<file path="src/rtl/uart_tx_ctrl.sv">
`default_nettype none
// ============================================================================
// Module   : uart_tx_ctrl
// Purpose  : UART transmit frame controller. It accepts a parallel word and
//            steps the shared serializer through the start bit, the data bits
//            (LSB first), an optional parity bit and one or two stop bits. It
//            also drives the single-bit TX line.
// Revision : 1.0 - initial release
// ----------------------------------------------------------------------------
// Parameters
//   width       data bits per frame (>= 2); must match the serializer width
// Ports
//   CLK         system clock, rising edge active
//   Reset       asynchronous reset, active low
//   Data_valid  word-available strobe; only sampled in IDLE
//   P_data      parallel word; the LSB is sent first
//   PAR_EN      1 = append a parity bit after the data bits
//   PAR_TYP     0 = even parity, 1 = odd parity
//   STOP2       1 = two stop bits, 0 = one stop bit
//   Ser_data    current serializer output bit
//   Ser_EN      serializer shift enable (high for width cycles per frame)
//   Busy        frame in progress; also the serializer load gate
//   TX_OUT      UART line, idles high
//   Frame_done  one-cycle pulse during the final stop-bit cycle
// ============================================================================
module uart_tx_ctrl #(
  parameter int width = 8
) (
  input  logic             CLK,
  input  logic             Reset,
  input  logic             Data_valid,
  input  logic [width-1:0] P_data,
  input  logic             PAR_EN,
  input  logic             PAR_TYP,
  input  logic             STOP2,
  input  logic             Ser_data,
  output logic             Ser_EN,
  output logic             Busy,
  output logic             TX_OUT,
  output logic             Frame_done
);

  localparam int              CNT_W    = $clog2(width);
  localparam logic [CNT_W-1:0] LAST_BIT = CNT_W'(width - 1);

  typedef enum logic [2:0] {
    ST_IDLE   = 3'd0,
    ST_START  = 3'd1,
    ST_DATA   = 3'd2,
    ST_PARITY = 3'd3,
    ST_STOP1  = 3'd4,
    ST_STOP2  = 3'd5
  } state_t;

  state_t             state_q, state_d;
  logic [CNT_W-1:0]   cnt_q, cnt_d;
  logic [width-1:0]   data_q, data_d;
  logic               par_en_q, par_en_d;
  logic               par_typ_q, par_typ_d;
  logic               stop2_q, stop2_d;
  logic               parity_bit;

  // Parity comes from the latched word, so it is stable for the whole frame
  // regardless of what the source does with P_data afterwards.
  assign parity_bit = (^data_q) ^ par_typ_q;

  // --------------------------------------------------------------------------
  // State and frame-context registers
  // --------------------------------------------------------------------------
  always_ff @(posedge CLK or negedge Reset) begin
    if (!Reset) begin
      state_q   <= ST_IDLE;
      cnt_q     <= '0;
      data_q    <= '0;
      par_en_q  <= 1'b0;
      par_typ_q <= 1'b0;
      stop2_q   <= 1'b0;
    end else begin
      state_q   <= state_d;
      cnt_q     <= cnt_d;
      data_q    <= data_d;
      par_en_q  <= par_en_d;
      par_typ_q <= par_typ_d;
      stop2_q   <= stop2_d;
    end
  end

  // --------------------------------------------------------------------------
  // Next-state logic
  // --------------------------------------------------------------------------
  always_comb begin
    state_d   = state_q;
    cnt_d     = cnt_q;
    data_d    = data_q;
    par_en_d  = par_en_q;
    par_typ_d = par_typ_q;
    stop2_d   = stop2_q;

    case (state_q)
      ST_IDLE: begin
        // The serializer loads on this same edge (it sees Busy=0), so the
        // controller and the serializer hold the same word from here on.
        if (Data_valid) begin
          data_d    = P_data;
          par_en_d  = PAR_EN;
          par_typ_d = PAR_TYP;
          stop2_d   = STOP2;
          cnt_d     = '0;
          state_d   = ST_START;
        end
      end
      ST_START: begin
        state_d = ST_DATA;
      end
      ST_DATA: begin
        // Stop counting at the last bit so that the counter never runs past
        // width-1 for widths that are not a power of two.
        if (cnt_q == LAST_BIT) begin
          state_d = par_en_q ? ST_PARITY : ST_STOP1;
        end else begin
          cnt_d = cnt_q + 1'b1;
        end
      end
      ST_PARITY: begin
        state_d = ST_STOP1;
      end
      ST_STOP1: begin
        state_d = stop2_q ? ST_STOP2 : ST_IDLE;
      end
      ST_STOP2: begin
        state_d = ST_IDLE;
      end
      default: begin
        state_d = ST_IDLE;
      end
    endcase
  end

  // --------------------------------------------------------------------------
  // Outputs: decoded from the state register only, so an asynchronous reset
  // drives them to their idle values immediately.
  // --------------------------------------------------------------------------
  always_comb begin
    TX_OUT     = 1'b1;
    Ser_EN     = 1'b0;
    Busy       = (state_q != ST_IDLE);
    Frame_done = 1'b0;

    case (state_q)
      ST_IDLE:   TX_OUT = 1'b1;
      ST_START:  TX_OUT = 1'b0;
      ST_DATA: begin
        TX_OUT = Ser_data;
        Ser_EN = 1'b1;
      end
      ST_PARITY: TX_OUT = parity_bit;
      ST_STOP1: begin
        TX_OUT     = 1'b1;
        Frame_done = !stop2_q;
      end
      ST_STOP2: begin
        TX_OUT     = 1'b1;
        Frame_done = 1'b1;
      end
      default:   TX_OUT = 1'b1;
    endcase
  end

endmodule
`default_nettype wire

</file>
<file path="config.mk">
export PLATFORM = sky130hd
export DESIGN_NAME = uart_tx_ctrl
export DESIGN_NICKNAME = d
export VERILOG_FILES = /design/src/rtl/uart_tx_ctrl.sv
export SDC_FILE = /design/constraint.sdc
export NUM_CORES = 1
export LEC_CHECK = 0
export ABC_AREA = 0
export CAP_MARGIN = 20
export CORE_UTILIZATION = 54
export DETAILED_ROUTE_END_ITERATION = 10
export DONT_BUFFER_PORTS = 1
export PLACE_DENSITY = 0.82
export RECOVER_POWER = 100
export SETUP_SLACK_MARGIN = 0.5
export SLEW_MARGIN = 20
export SYNTH_ARGS = -nofsm -noshare
export SYNTH_HDL_FRONTEND = slang
export SYNTH_SLANG_ARGS = --single-unit
</file>
<file path="constraint.sdc">
create_clock -name CLK -period 1.62 [get_ports CLK]
set_input_delay 0.162 -clock CLK [delete_from_list [all_inputs] [get_ports CLK]]
set_output_delay 0.162 -clock CLK [all_outputs]
set_load 0.02 [all_outputs]
</file>
==> impl_metrics.py <==
metrics = {
    "status": {
        "status": "finished, violations left",
        "violations": "setup timing",
    },
    "worst_setup_path": {
        "setup.worst_path.end": "TX_OUT",
        "setup.worst_path.start": "data_q[7]",
        "rr_worst_depth": 4,
        "worst-path-max-fanout": 2,
        "critical_path_required_ns": 1.46,
        "launching_element_type_of_the_critical_path": "flop",
        "r2r_setup_slack_ns": -0.25,
        "timing.rr.end": "data_q[5]",
        "critical_path_class": "flop to primary output",
        "worst_r2r_startpoint": "state_q[1]",
        "end_kind": "primary output",
        "worstPathArrival_ns": 1.87,
    },
    "yosys": {
        "fraction_of_the_yosys_area_taken_by_sequential_cells": 0.464,
        "synth_cell_types": 28,
        "yosysWarnings": 0,
        "synth_cells": 76,
        "ys_seq_elements": 17,
        "mappedNetlistNets": 93,
        "synth_area_per_cell_um2": 12.1,
        "post_synth_instance_area_um2": 917,
    },
    "pwr": {
        "switching_power_mw": 1.27,
        "clock_power_share": 0.073,
        "irDropWorstVdd_mv": 1.64,
        "swShare": 0.411,
        "power.density_nw_per_um2": 2420,
        "power.share.combinational": 0.664,
        "static-leakage-power_nw": 0.593,
        "internal-power_mw": 1.82,
        "p_seq_frac": 0.263,
    },
    "finish": {
        "multi_input_area_um2": 513,
        "fillers": 82,
        "antennaDiodeCount": 0,
        "seqCellArea_um2": 425,
        "utilization": 0.829,
        "layout.cell_area.non_filler_um2": 1280,
        "areaGrowthSynthToFinish_pct": 39.3,
        "finish.net_count": 124,
        "drive_gt1_frac": 0.500,
    },
    "routing": {
        "drt_pass_1_iters": 4,
        "antenna_violating_nets_post_route": 0,
        "drt_drc_violations_left": 0,
        "route.detailed.vias_per_inst": 5.98,
        "dr_total_vias": 729,
        "drt_first_iter_violations": 8,
        "wl_per_cell_um": 21.8,
        "wl_mm": 2.67,
    },
    "timing": {
        "grt_setup_unrepaired": "true",
        "setup_slack_ns": -0.409,
        "max_freq_mhz": 493,
        "worst_pin_slew_ns": 0.769,
        "clock_skew_ns": 0.00413,
        "final_min_period_over_clock_period": 1.25,
        "final-setup-viol-count": 15,
        "timing.final.hold_violations": 0,
        "final.min_clock_period_ns": 2.03,
        "timing_max_transition_violations_final": 0,
        "max-slew-margin-rel": 0.486,
        "hold_slack_ns": 0.0145,
    },
    "floorplanning": {
        "floorplan.die.width_um": 43.2,
        "coreArea_um2": 1540,
        "die-height_um": 43.2,
        "fp-row-count": 14,
        "number_of_ports_placed_on_the_die_boundary": 19,
        "floorplan.die_area_um2": 1870,
        "initial_utilization": 0.595,
    },
    "cts": {
        "tritoncts_num_sinks": 17,
        "cts_made_buffers": 3,
        "cts-htree-levels": 1,
        "clock_tree.buffer_depth": 2,
        "ctsRootBufferMaster": "clkbuf_4",
        "tritoncts_clock_tree": "done",
        "worst_skew_pair.late_latency_ns": 0.29,
        "reg_clk_slew_reported_paths_ns": 0.10,
    },
    "global_route": {
        "via_count_of_the_first_global_routing_pass": 672,
        "grt_max_degree": 18,
        "overflow_left_after_global_routing": 0,
        "global_route.usage.total": 0.246,
        "antenna_violations_before_repair": 0,
        "grt_pass1_wl_mm": 3.22,
    },
    "placement": {
        "global_placer_s_final_weighted_congestion": 0.841,
        "port-buffer-count": 0,
        "place_area_um2": 948,
        "hpwlAfterDp_mm": 1.15,
    },
    "flow_run": {
        "maxCapViolations": 0,
    },
    "worst_hold_path": {
        "hold_class": "input pin to flop",
    },
}
==> kinds of logic after synthesis <==
family                   count (synthesis)  synth area share
adder cells (fa/ha/maj)                  2            0.0273
XOR/XNOR                                 6            0.0723
flip-flops                              17             0.464
AND/OR/NAND/NOR                         15             0.108
multiplexers                            10             0.151
AO/OA/AOI/OAI                           16             0.108
buffers and inverters                   10            0.0696
==> critical path: stages, from the launching register on <==
cell,delay [ns]
dfrtp_1,0.41
xnor2_1,0.27
xnor3_1,0.50
o211ai_1,0.22
buf_4,0.18
==> per-layer routing <==
layer / track usage / part of all wire / wire, um / up-vias
met5: 0 / 0 / 0 / -
met4: 0.0848 / 0.029 / 77 / 0
met3: 0.0426 / 0.049 / 131 / 12
met2: 0.409 / 0.52 / 1380 / 35
met1: 0.321 / 0.41 / 1080 / 361
li1: - / - / - / 321
==> synthesized netlist by cell type <==
cell type	instances	area, um^2
dfrtp_1	17	425
ha_1	2	25.0
buf_2	2	10.0
a22o_1	2	17.5
mux2_4	7	105
nand3b_1	1	7.51
xor2_1	2	17.5
o21ai_1	1	5.00
buf_6	1	11.3
nor2_8	1	20.0
nor2_1	4	15.0
xnor3_1	1	22.5
nor3_2	1	10.0
a21oi_1	6	30.0
o22ai_1	1	6.26
nand2b_1	2	12.5
nand4_1	1	6.26
nor3_1	1	5.00
xnor2_1	3	26.3
nand2_1	3	11.3
o21a_1	1	7.51
o21ai_0	2	10.0
inv_1	6	22.5
o211ai_1	2	15.0
or3_4	1	11.3
buf_12	1	20.0
a211oi_1	1	7.51
mux2_2	3	33.8
==> worst min-delay path by stage <==
| stage | from | to | slack (ns) | cells after the start |
|---|---|---|---|---|
| finish | P_data[5] | data_q[5] | 0.01 | 1 |
| global route | P_data[2] | data_q[2] | 0.0005 | 1 |
| CTS | PAR_TYP | par_typ_q | 0.01 | 1 |
| detailed placement | Reset | par_en_q | -0.13 | 0 |
| global placement | Reset | stop2_q | -0.13 | 0 |
| floorplan | Reset | cnt_q[0] | -0.13 | 0 |
==> repair_timing <==
item	in CTS	in global routing
endpoints found under the setup margin	21	21
setup buffers	7	9
hold buffers	3	4
resized for setup	34	9
endpoints found under the hold margin	19	4
cloned	0	0
pin swaps	6	8
==> power groups by stage <==
stage / clock (mW) / combinational, mW / sequential (mW)
after floorplan: 0 / 1.15 / 0.736
after global placement: 0 / 1.30 / 0.767
after detailed placement: 0 / 1.33 / 0.784
after CTS: 0.224 / 1.77 / 0.792
after global routing: 0.253 / 2.15 / 0.826
final: 0.226 / 2.05 / 0.812
==> cell type report <==
cell class / instances / share of cell area
Clock buffer: 3 / 0.0176
Sequential cell: 17 / 0.333
Timing Repair Buffer: 30 / 0.207
Tap cell: 16 / 0.0157
Multi-Input combinational cell: 49 / 0.402
Inverter: 6 / 0.0215
Clock inverter: 1 / 0.00392
==> layout by cell type, fill, tap and decap left out, types with 2 or more instances in the layout <==
cell type       n
o211ai_1        2
inv_1           4
a21oi_1         3
nand2_2         2
inv_4           2
dfrtp_1        17
buf_6           8
buf_4          12
a21oi_2         3
xor2_1          2
o21ai_1         2
clkbuf_4        3
nor2_1          3
mux2_4         10
dlygate4sd3_1   7
a22o_1          2
xnor2_1         2
==> through the flow <==
stage	total power [mW]	setup slack [ns]	TNS [ns]	std cells
final	3.09	-0.409	-2.44	122
after global routing	3.23	-0.524	-2.94	122
after CTS	2.79	-0.178	-0.178	109
after detailed placement	2.12	0.0920	0	95
after global placement	2.07	0.125	0	95
after floorplan	1.88	0.00486	0	76
==> sequential cells by signal, indices dropped and copies added, names as in the netlist <==
signal     count
data_q         8
cnt_q          3
state_q        3
par_en_q       1
par_typ_q      1
stop2_q        1
(Power assumes the default switching activity.)
